**src/rtl/uart_pkg.sv**
```systemverilog
// Shared UART scheduler types: data width, launch FSM encoding and a ceil-log2 helper.
// No logic, no latency; pure declarations.
package uart_pkg;

    localparam int UART_DATA_W = 8;

    typedef enum logic [1:0] {
        ST_IDLE      = 2'd0,
        ST_LAUNCH    = 2'd1,
        ST_WAIT_BUSY = 2'd2,
        ST_WAIT_DONE = 2'd3
    } fsm_state_e;

    function automatic int clog2(input int value);
        int r;
        r = 0;
        for (int i = 0; i < 31; i++) begin
            if ((1 << i) < value) begin
                r = i + 1;
            end
        end
        return r;
    endfunction

endpackage

```
**src/rtl/uart_tx_scheduler_if.sv**
```systemverilog
// Requester, sender and status signals of the UART TX scheduler.
// master = environment side (requesters + sender), slave = scheduler.
interface uart_tx_scheduler_if #(
    parameter int NREQ  = 4,
    parameter int DEPTH = 8
);
    import uart_pkg::*;

    localparam int CNT_W = clog2(DEPTH) + 1;

    logic [NREQ-1:0]             in_valid;
    logic [UART_DATA_W*NREQ-1:0] in_data;
    logic [NREQ-1:0]             in_ready;
    logic [UART_DATA_W-1:0]      tx_data;
    logic                        tx_send;
    logic                        tx_sending;
    logic [CNT_W-1:0]            fifo_count;
    logic                        busy;
    logic                        drop_err;

    modport master (
        output in_valid, in_data, tx_sending,
        input  in_ready, tx_data, tx_send, fifo_count, busy, drop_err
    );

    modport slave (
        input  in_valid, in_data, tx_sending,
        output in_ready, tx_data, tx_send, fifo_count, busy, drop_err
    );

endinterface

```
**src/rtl/sync_fifo.sv**
```systemverilog
// Generic synchronous FIFO; registered storage/pointers/count, head read combinationally.
// Latency: pushed entry visible at head next cycle; push ignored when full, pop ignored when empty.
module sync_fifo
    import uart_pkg::*;
#(
    parameter int WIDTH = 8,
    parameter int DEPTH = 8,
    localparam int AW   = clog2(DEPTH)
) (
    input  logic             clk,
    input  logic             rst_n,
    input  logic             push_vld,
    input  logic [WIDTH-1:0] push_dat,
    input  logic             pop_vld,
    output logic [WIDTH-1:0] pop_dat,
    output logic             full,
    output logic             empty,
    output logic [AW:0]      count
);

    logic [WIDTH-1:0] mem_q [DEPTH];
    logic [WIDTH-1:0] mem_d [DEPTH];
    logic [AW-1:0]    wr_ptr_q, wr_ptr_d;
    logic [AW-1:0]    rd_ptr_q, rd_ptr_d;
    logic [AW:0]      count_q, count_d;
    logic             push_ok, pop_ok;

    assign full    = (count_q == (AW+1)'(DEPTH));
    assign empty   = (count_q == '0);
    assign count   = count_q;
    assign pop_dat = mem_q[rd_ptr_q];
    assign push_ok = push_vld && !full;
    assign pop_ok  = pop_vld && !empty;

    // DEPTH is a power of two, so pointers wrap by natural overflow
    always_comb begin
        mem_d    = mem_q;
        wr_ptr_d = wr_ptr_q;
        rd_ptr_d = rd_ptr_q;
        if (push_ok) begin
            mem_d[wr_ptr_q] = push_dat;
            wr_ptr_d        = wr_ptr_q + AW'(1);
        end
        if (pop_ok) begin
            rd_ptr_d = rd_ptr_q + AW'(1);
        end
        count_d = count_q + (AW+1)'(push_ok) - (AW+1)'(pop_ok);
    end

    always_ff @(posedge clk or negedge rst_n) begin
        if (!rst_n) begin
            for (int i = 0; i < DEPTH; i++) begin
                mem_q[i] <= '0;
            end
            wr_ptr_q <= '0;
            rd_ptr_q <= '0;
            count_q  <= '0;
        end else begin
            mem_q    <= mem_d;
            wr_ptr_q <= wr_ptr_d;
            rd_ptr_q <= rd_ptr_d;
            count_q  <= count_d;
        end
    end

endmodule

```
**src/rtl/uart_tx_scheduler.sv**
```systemverilog
// Round-robin arbiter feeding a FIFO drained by a launch FSM driving one uart_sender.
// Latency: accept at t -> tx_send at t+2; backpressure: in_ready low while FIFO full or in reset.
module uart_tx_scheduler
    import uart_pkg::*;
#(
    parameter int NREQ         = 4,
    parameter int DEPTH        = 8,
    parameter int BUSY_TIMEOUT = 4
) (
    input  logic               clk,
    input  logic               rst_n,
    uart_tx_scheduler_if.slave bus
);

    localparam int RR_W  = clog2(NREQ);
    localparam int AW    = clog2(DEPTH);
    localparam int TMO_W = clog2(BUSY_TIMEOUT + 1);
    localparam logic [TMO_W-1:0] TMO_LIMIT = TMO_W'(BUSY_TIMEOUT);

    localparam logic [1:0] IDLE      = ST_IDLE;
    localparam logic [1:0] LAUNCH    = ST_LAUNCH;
    localparam logic [1:0] WAIT_BUSY = ST_WAIT_BUSY;
    localparam logic [1:0] WAIT_DONE = ST_WAIT_DONE;

    logic [RR_W-1:0]        rr_ptr_q, rr_ptr_d;
    logic [1:0]             state_q, state_d;
    logic [TMO_W-1:0]       tmo_q, tmo_d;
    logic [UART_DATA_W-1:0] tx_data_q, tx_data_d;
    logic                   tx_send_q, tx_send_d;

    logic [NREQ-1:0]        gnt;
    logic [RR_W-1:0]        gnt_idx;
    logic                   gnt_vld;
    int                     scan_idx;

    logic                   fifo_pop_vld;
    logic [UART_DATA_W-1:0] fifo_push_dat;
    logic [UART_DATA_W-1:0] fifo_head_dat;
    logic                   fifo_full, fifo_empty;
    logic [AW:0]            fifo_cnt;
    logic                   drop_err_c;

    // Grant uses the registered count, so a same-cycle pop cannot re-open a full FIFO
    always_comb begin
        gnt      = '0;
        gnt_idx  = '0;
        gnt_vld  = 1'b0;
        scan_idx = 0;
        if (rst_n && !fifo_full) begin
            for (int k = 0; k < NREQ; k++) begin
                scan_idx = int'(rr_ptr_q) + k;
                if (scan_idx >= NREQ) begin
                    scan_idx = scan_idx - NREQ;
                end
                if (!gnt_vld && bus.in_valid[scan_idx]) begin
                    gnt_vld = 1'b1;
                    gnt_idx = RR_W'(scan_idx);
                end
            end
        end
        if (gnt_vld) begin
            gnt[gnt_idx] = 1'b1;
        end
    end

    always_comb begin
        rr_ptr_d = rr_ptr_q;
        if (gnt_vld) begin
            rr_ptr_d = (gnt_idx == RR_W'(NREQ - 1)) ? '0 : gnt_idx + RR_W'(1);
        end
    end

    assign fifo_push_dat = bus.in_data[int'(gnt_idx)*UART_DATA_W +: UART_DATA_W];

    sync_fifo #(
        .WIDTH (UART_DATA_W),
        .DEPTH (DEPTH)
    ) u_fifo (
        .clk      (clk),
        .rst_n    (rst_n),
        .push_vld (gnt_vld),
        .push_dat (fifo_push_dat),
        .pop_vld  (fifo_pop_vld),
        .pop_dat  (fifo_head_dat),
        .full     (fifo_full),
        .empty    (fifo_empty),
        .count    (fifo_cnt)
    );

    always_comb begin
        state_d      = state_q;
        tmo_d        = tmo_q;
        tx_data_d    = tx_data_q;
        fifo_pop_vld = 1'b0;
        drop_err_c   = 1'b0;
        case (state_q)
            IDLE: begin
                if (!fifo_empty) begin
                    fifo_pop_vld = 1'b1;
                    tx_data_d    = fifo_head_dat;
                    state_d      = LAUNCH;
                end
            end
            LAUNCH: begin
                tmo_d   = '0;
                state_d = WAIT_BUSY;
            end
            WAIT_BUSY: begin
                if (bus.tx_sending) begin
                    state_d = WAIT_DONE;
                end else begin
                    tmo_d = tmo_q + TMO_W'(1);
                    // sender never acknowledged: abandon this byte
                    if (tmo_d == TMO_LIMIT) begin
                        drop_err_c = 1'b1;
                        state_d    = IDLE;
                    end
                end
            end
            WAIT_DONE: begin
                if (!bus.tx_sending) begin
                    state_d = IDLE;
                end
            end
            default: state_d = IDLE;
        endcase
        tx_send_d = (state_d == LAUNCH);
    end

    always_ff @(posedge clk or negedge rst_n) begin
        if (!rst_n) begin
            rr_ptr_q  <= '0;
            state_q   <= IDLE;
            tmo_q     <= '0;
            tx_data_q <= '0;
            tx_send_q <= 1'b0;
        end else begin
            rr_ptr_q  <= rr_ptr_d;
            state_q   <= state_d;
            tmo_q     <= tmo_d;
            tx_data_q <= tx_data_d;
            tx_send_q <= tx_send_d;
        end
    end

    assign bus.in_ready   = gnt;
    assign bus.tx_data    = tx_data_q;
    assign bus.tx_send    = tx_send_q;
    assign bus.fifo_count = fifo_cnt;
    assign bus.busy       = (state_q != IDLE) || !fifo_empty;
    assign bus.drop_err   = drop_err_c;

endmodule
```
**src/flat_wrapper.sv**
```systemverilog
// flat-port wrapper written by rule: the top's interface ports become plain ports
module uart_tx_scheduler_flat import uart_pkg::*;
#(
    parameter int NREQ         = 4,
    parameter int DEPTH        = 8,
    parameter int BUSY_TIMEOUT = 4
)
  (clk, rst_n, bus_in_valid, bus_in_data, bus_tx_sending, bus_in_ready, bus_tx_data, bus_tx_send, bus_fifo_count, bus_busy, bus_drop_err);
  uart_tx_scheduler_if #(.NREQ(NREQ), .DEPTH(DEPTH)) bus_i ();
  input  logic clk;
  input  logic rst_n;
  input wire logic [$bits(bus_i.in_valid)-1:0] bus_in_valid;
  input wire logic [$bits(bus_i.in_data)-1:0] bus_in_data;
  input wire logic [$bits(bus_i.tx_sending)-1:0] bus_tx_sending;
  output wire logic [$bits(bus_i.in_ready)-1:0] bus_in_ready;
  output wire logic [$bits(bus_i.tx_data)-1:0] bus_tx_data;
  output wire logic [$bits(bus_i.tx_send)-1:0] bus_tx_send;
  output wire logic [$bits(bus_i.fifo_count)-1:0] bus_fifo_count;
  output wire logic [$bits(bus_i.busy)-1:0] bus_busy;
  output wire logic [$bits(bus_i.drop_err)-1:0] bus_drop_err;
  assign bus_i.in_valid = bus_in_valid;
  assign bus_i.in_data = bus_in_data;
  assign bus_i.tx_sending = bus_tx_sending;
  assign bus_in_ready = bus_i.in_ready;
  assign bus_tx_data = bus_i.tx_data;
  assign bus_tx_send = bus_i.tx_send;
  assign bus_fifo_count = bus_i.fifo_count;
  assign bus_busy = bus_i.busy;
  assign bus_drop_err = bus_i.drop_err;
  uart_tx_scheduler #(.NREQ(NREQ), .DEPTH(DEPTH), .BUSY_TIMEOUT(BUSY_TIMEOUT)) u_core (.clk(clk), .rst_n(rst_n), .bus(bus_i));
endmodule
```
**config.mk**
```make
export PLATFORM = sky130hd
export DESIGN_NAME = uart_tx_scheduler_flat
export DESIGN_NICKNAME = d
export VERILOG_FILES = /design/src/rtl/uart_pkg.sv /design/src/rtl/uart_tx_scheduler_if.sv /design/src/rtl/sync_fifo.sv /design/src/rtl/uart_tx_scheduler.sv /design/src/flat_wrapper.sv
export SDC_FILE = /design/constraint.sdc
export NUM_CORES = 1
export LEC_CHECK = 0
export CAP_MARGIN = 40
export CORE_AREA = 5 5 102 104
export CTS_BUF_LIST = sky130_fd_sc_hd__clkbuf_16
export DETAILED_ROUTE_END_ITERATION = 10
export DIE_AREA = 0 0 107 109
export PLACE_DENSITY = 0.74
export SLEW_MARGIN = 10
export SYNTH_ARGS = -nofsm -noshare
export SYNTH_HDL_FRONTEND = slang
export SYNTH_SLANG_ARGS = --single-unit
```
**constraint.sdc**
```tcl
create_clock -name clk -period 7.5 [get_ports clk]
set_input_delay 1.125 -clock clk [delete_from_list [all_inputs] [get_ports clk]]
set_output_delay 1.125 -clock clk [all_outputs]
set_load 0.005 [all_outputs]
```
==> results of run 1 <==
## per-stage QoR
step	utilization (%)	total power, mW
2_1_floorplan	-	1.555
3_3_place_gp	56.71	1.798
3_5_place_dp	57.61	1.879
4_1_cts	61.28	2.413
5_1_grt	61.44	2.565
6_report	61.44	2.404
## kinds of logic after synthesis
kind of cell             after synthesis  synth area share, %
AO/OA/AOI/OAI                        112                20.46
XOR/XNOR                               7                1.294
adder cells (fa/ha/maj)               15                4.118
buffers and inverters                 45                3.907
flip-flops                            90                47.52
multiplexers                          28                10.24
AND/OR/NAND/NOR                      125                12.46
## critical path, cell delays in order
cell and delay, ns:
clkdlybuf4s50_1 0.49, and2_1 0.18, a22o_1 0.21, or3b_1 0.41, buf_8 0.18, inv_1 0.08, ha_1 0.15, and2_1 0.13
clkdlybuf4s50_1 0.51
## layout make-up
| cell class | count | area [µm²] | share of cell area (%) |
|---|---|---|---|
| Timing Repair Buffer | 65 | 683.2 | 11.75 |
| Tap cell | 114 | 142.6 | 2.454 |
| Clock buffer | 9 | 225.2 | 3.875 |
| Inverter | 20 | 75.07 | 1.292 |
| Clock inverter | 7 | 122.6 | 2.110 |
| Multi-Input combinational cell | 287 | 2311 | 39.76 |
| Sequential cell | 90 | 2252 | 38.75 |
## sequential cells by signal, indices dropped and copies added (netlist names)
name,cells
u_core.u_fifo.rd_ptr_q,3
u_core.rr_ptr_q,2
u_core.state_q,2
u_core.u_fifo.mem_q,64
u_core.u_fifo.count,4
u_core.u_fifo.wr_ptr_q,3
u_core.tmo_q,3
u_core.bus.tx_data,8
u_core.bus.tx_send,1
## placed cells by master (no fill, tap or decap), types with 2 or more instances in the layout
| master | instances |
|---|---|
| mux2_2 | 4 |
| buf_6 | 2 |
| inv_6 | 2 |
| clkdlybuf4s50_1 | 56 |
| a21oi_1 | 12 |
| a211oi_4 | 8 |
| nor2b_1 | 5 |
| nand4bb_1 | 2 |
| mux2i_1 | 8 |
| and2_1 | 5 |
| a21o_1 | 3 |
| dfrtp_1 | 90 |
| ha_1 | 14 |
| a31oi_1 | 8 |
| inv_1 | 20 |
| clkinvlp_4 | 2 |
| nand3_1 | 3 |
| nand3b_1 | 3 |
| buf_4 | 4 |
| o32ai_2 | 8 |
| bufinv_16 | 3 |
| nand4b_1 | 3 |
| nor2_1 | 17 |
| nand2_1 | 74 |
| xor2_1 | 4 |
| o21ai_0 | 3 |
| o31ai_1 | 64 |
| mux4_2 | 16 |
| clkbuf_16 | 9 |
| nand2b_1 | 3 |
| buf_16 | 2 |
| xnor2_1 | 3 |
## path summary, 6_finish.rpt
path	cells past startpoint	slack (ns)	endpoint	startpoint
worst max-delay path	9	2.89	bus_in_ready[2]	bus_in_valid[0]
worst min-delay path	2	0.48	u_core.u_fifo.mem_q[54]	u_core.u_fifo.mem_q[54]
worst max register to register	7	4.77	u_core.u_fifo.mem_q[53]	u_core.u_fifo.count[2]
worst min register to register	2	0.48	u_core.u_fifo.mem_q[54]	u_core.u_fifo.mem_q[54]
max in group asynchronous	3	6.06	u_core.u_fifo.mem_q[48]	rst_n
min in group asynchronous	1	0.56	u_core.rr_ptr_q[0]	rst_n
## routing by layer
metal	GRT usage [%]	vias to the layer above	wire length, µm
met5	0	-	0
met4	5.388	0	121
met3	4.855	9	705
met2	33.90	108	5349
met1	25.80	1730	4671
li1	-	1652	-
## where the power goes
| group | internal, mW | switching [mW] | leakage [nW] |
|---|---|---|---|
| Combinational | 0.494 | 0.475 | 1.21 |
| Sequential | 0.715 | 0.199 | 1.11 |
| Clock | 0.328 | 0.194 | 0.163 |
==> out/qor.txt, run 1 <==
Post-CTS setup buffers: 0
CORE AREA: 9459 µm²
Filler instances: 758
Sequential share of the synthesized area: 47.52%
Crit path kind: input pin to primary output
Max Cap Violations: 0
Hold slack: 0.4784 ns
Remaining DRCs: 0
Full die area: 11,660 µm²
Pin slew with the least headroom to its limit: 0.8690 ns
CTS sink cnt: 90
Synth warnings: 0
Synthesized area per cell: 11.23 µm²
CTS clock-pin slew for the worst setup and hold paths: 0.07 ns
CP required: 6.38 ns
Peak Freq: 0.2171 GHz
Yosys top cell area share: 47.52%
Die extent in x: 107 µm
Row cnt: 36
P&R area growth vs syn: 22.62%
Async set or reset register ratio after synthesis: 100.0%
Setup crit start kind: input pin
Post-synth top cells: 90 x dfrtp_1, 74 x nand2_1, 64 x o31ai_1
Antenna diodes: 0
Hold Buf Count CTS: 0
Share of cells above drive strength 1: 13.81%
Mapped Cells: 422
Initial DRC count: 270
Setup TNS: 0 ns
First-pass GRT wire length: 18,170 µm
Fin area: 5812 µm²
Slew headroom: 42.07%
Setup WS pre-CTS: 2.599 ns
Setup WS post-layout: 2.893 ns
Post-CTS sizing: 0
Fin cells: 592
Initial antenna violation count: 0
Min-Delay Path Class: flip-flop to flip-flop
Clock tree root buffer cell: clkbuf_16
Final GP Congestion: 0.8192
Fin. Hold Viols: 0
Synth top area cells: dfrtp_1 48%, o31ai_1 10%, mux4_2 7.6%, nand2_1 5.9%, ha_1 3.7%
Final wirelength: 10,850 µm
Global Route Usage Sum: 19.96%
Post-synthesis cell area: 4740 µm²
Syn nets: 476
Clock Latency Late Sink: 0.34 ns
Outcome: completed
Placed Cells incl. Taps: 575
Port Buf Inserts: 57
Num CTS Buffers: 9
Dpl hpwl: 7580 µm
Setup violators final: 0
Clk buf depth: 2
Die H: 109 µm
Post-synth EDFFs: 0
Via density: 5.910
RSZ-0062 raised after global routing: no
Grt ovf: 0
Register bit total from synthesis: 90
Initial Util: 50.11%
Cell with the most instances after synthesis: dfrtp_1
Num ports: 58
WP data arrival: 3.48 ns
Fin. max-slew vios: 0
Crit end category: primary output
P_leak: 2.485 nW
Pin count of the biggest net entering global routing: 63
CTS tree: built
Worst Skew: 0.009133 ns
Final Cycle Share: 61.42%
DRT Pass-1 Iters: 5
Wire per inst: 18.32 µm
Main synth FF type: dfrtp_1
Synth cell types: 44
Crit path time final: 4.607 ns
Post-route ant nets: 0
Final nets: 527
Htree depth: 3
Vias in the first global route: 3,587
Pwr Density: 413.6 nW/µm²
Synth area leader: dfrtp_1
DR vias: 3,499
Cell Area, Placed: 5449 µm²
Worst Path Max Fanout: 11
Maximum vdd drop: 161.7 µV
(Power assumes the default switching activity.)
==> inputs of run 2 (changes only) <==
==> constraint.sdc (replaced) <==
create_clock -name clk -period 4.7 [get_ports clk]
set_input_delay 0.705 -clock clk [delete_from_list [all_inputs] [get_ports clk]]
set_output_delay 0.705 -clock clk [all_outputs]
set_load 0.005 [all_outputs]
==> out/qor.txt, run 2 (same netlist as run 1, synthesis figures left out) <==
Outcome: completed
Most common cell after layout, fill and taps aside: dfrtp_1
Crit path time final: 3.793 ns
Pin slew with the least headroom to its limit: 0.8453 ns
Full die area: 11,660 µm²
Wire per inst: 18.67 µm
Placed Cells incl. Taps: 574
Worst Path Max Fanout: 11
Clock Latency Late Sink: 0.34 ns
Post-CTS setup buffers: 0
Slowest library cell on the worst path: clkdlybuf4s50_1
Worst-path cell chain: clkdlybuf4s50_1 -> and2_1 -> a22o_1 -> or3b_1 -> buf_4 -> inv_1 -> ha_1 -> and2_1 -> clkdlybuf4s50_1
Crit end category: primary output
Port Buf Inserts: 57
Clock tree root buffer cell: clkbuf_16
Overall Power: 3.874 mW
Highest cell delay on the worst timing path: 0.49 ns
CP delay by family, top: buffers and inverters
Max reg flops: 64
Num ports: 58
Clk buf depth: 2
Clock Power Share: 23.0%
Remaining DRCs: 0
Min-Delay Path Class: input pin to asynchronous set/reset pin
Initial DRC count: 268
Post-CTS sizing: 0
Num CTS Buffers: 9
CP bufs+invs: 4
Fin cells: 590
Initial antenna violation count: 0
Switching part of the total: 35.77%
Fin. max-slew vios: 0
Final GP Congestion: 0.8156
Via density: 5.837
CORE AREA: 9459 µm²
Net load switching power: 1.386 mW
Initial Util: 50.11%
Worst Skew: 0.007405 ns
P_leak: 2.480 nW
Comb power frac: 39.4%
CP required: 3.99 ns
Die extent in x: 107 µm
Hold Buf Count CTS: 0
CTS sink cnt: 90
Worst path depth: 9
DRT Pass-1 Iters: 4
First-pass GRT wire length: 18,400 µm
Die H: 109 µm
Pin count of the biggest net entering global routing: 63
Setup violators final: 0
Antenna diodes: 0
RSZ-0062 raised after global routing: no
Setup TNS: 0 ns
Setup crit start kind: input pin
Post-route ant nets: 0
Final Cycle Share: 80.71%
Vias in the first global route: 3,654
Sequential share of power: 37.7%
Pwr Density: 668.6 nW/µm²
Max Cap Violations: 0
Maximum vdd drop: 259.5 µV
Row cnt: 36
Global Route Usage Sum: 20.55%
Fin. Hold Viols: 0
Most frequent cells in the layout: 90 x dfrtp_1, 74 x nand2_1, 64 x o31ai_1, 56 x clkdlybuf4s50_1, 20 x inv_1
DR vias: 3,444
Peak Freq: 0.2636 GHz
P&R area growth vs syn: 22.25%
Final wirelength: 11,020 µm
Final nets: 525
Htree depth: 3
Crit path kind: input pin to primary output
CTS tree: built
Grt ovf: 0
WP data arrival: 3.09 ns
R2R cell count: 7
Share of cells above drive strength 1: 13.45%
Slew headroom: 43.32%
Dpl hpwl: 7658 µm
Internal power: 2.488 mW
Biggest register: u_core.u_fifo.mem_q
CTS clock-pin slew for the worst setup and hold paths: 0.07 ns
==> run 2: cell count changes in the layout (fill, tap and decap cells not counted), sizes merged <==
| cell | delta |
|---|---|
| buf | -2 |
| bufinv | +1 |
| clkinvlp | -1 |
==> run 2: metrics by stage <==
step	instance area [µm²]	hold WS (ns)	utilization [%]	setup slack, ns
6_report	5794	0.1878	61.26	0.9067
5_1_grt	5794	0.1911	61.26	0.7971
4_1_cts	5794	0.1893	61.26	0.8988
3_5_place_dp	5421	0.4605	57.31	0.8998
3_3_place_gp	5379	0.4544	56.87	0.9744
2_1_floorplan	4740	0.4094	-	2.079
==> run 2: final cells by class <==
type	count	area [µm²]
fill	762	3665
multi-input combinational	287	2311
sequential	90	2252
timing repair buffer	63	640.6
clock buffer	9	225.2
clock inverter	7	147.6
tap	114	142.6
inverter	20	75.07
==> run 2: final timing paths <==
| check | startpoint | to | slack [ns] |
|---|---|---|---|
| worst max-delay path | bus_in_valid[0] | bus_in_ready[2] | 0.91 |
| worst min-delay path | rst_n | u_core.u_fifo.count[0] | 0.19 |
| worst max register to register | u_core.u_fifo.count[2] | u_core.u_fifo.mem_q[30] | 1.90 |
| worst min register to register | u_core.u_fifo.mem_q[5] | u_core.u_fifo.mem_q[5] | 0.48 |
| max in group asynchronous | rst_n | u_core.bus.tx_data[7] | 3.64 |
| min in group clk | u_core.u_fifo.mem_q[5] | u_core.u_fifo.mem_q[5] | 0.48 |
==> run 2: power groups by stage <==
stage          Clock, mW  Sequential, mW  Combinational, mW
6_report           0.890            1.46               1.52
5_1_grt            0.943            1.51               1.71
4_1_cts            0.898            1.46               1.54
3_5_place_dp           0            1.47               1.51
3_3_place_gp           0            1.46               1.41
2_1_floorplan          0            1.31               1.17
==> run 2: per-layer routing <==
metal / routed length (µm) / part of all wire, % / global-route usage (%)
met1: 4746 / 43 / 26.53
met3: 645 / 5.9 / 5.506
met2: 5488 / 50 / 33.68
met4: 138 / 1.3 / 7.306
met5: 0 / 0 / 0
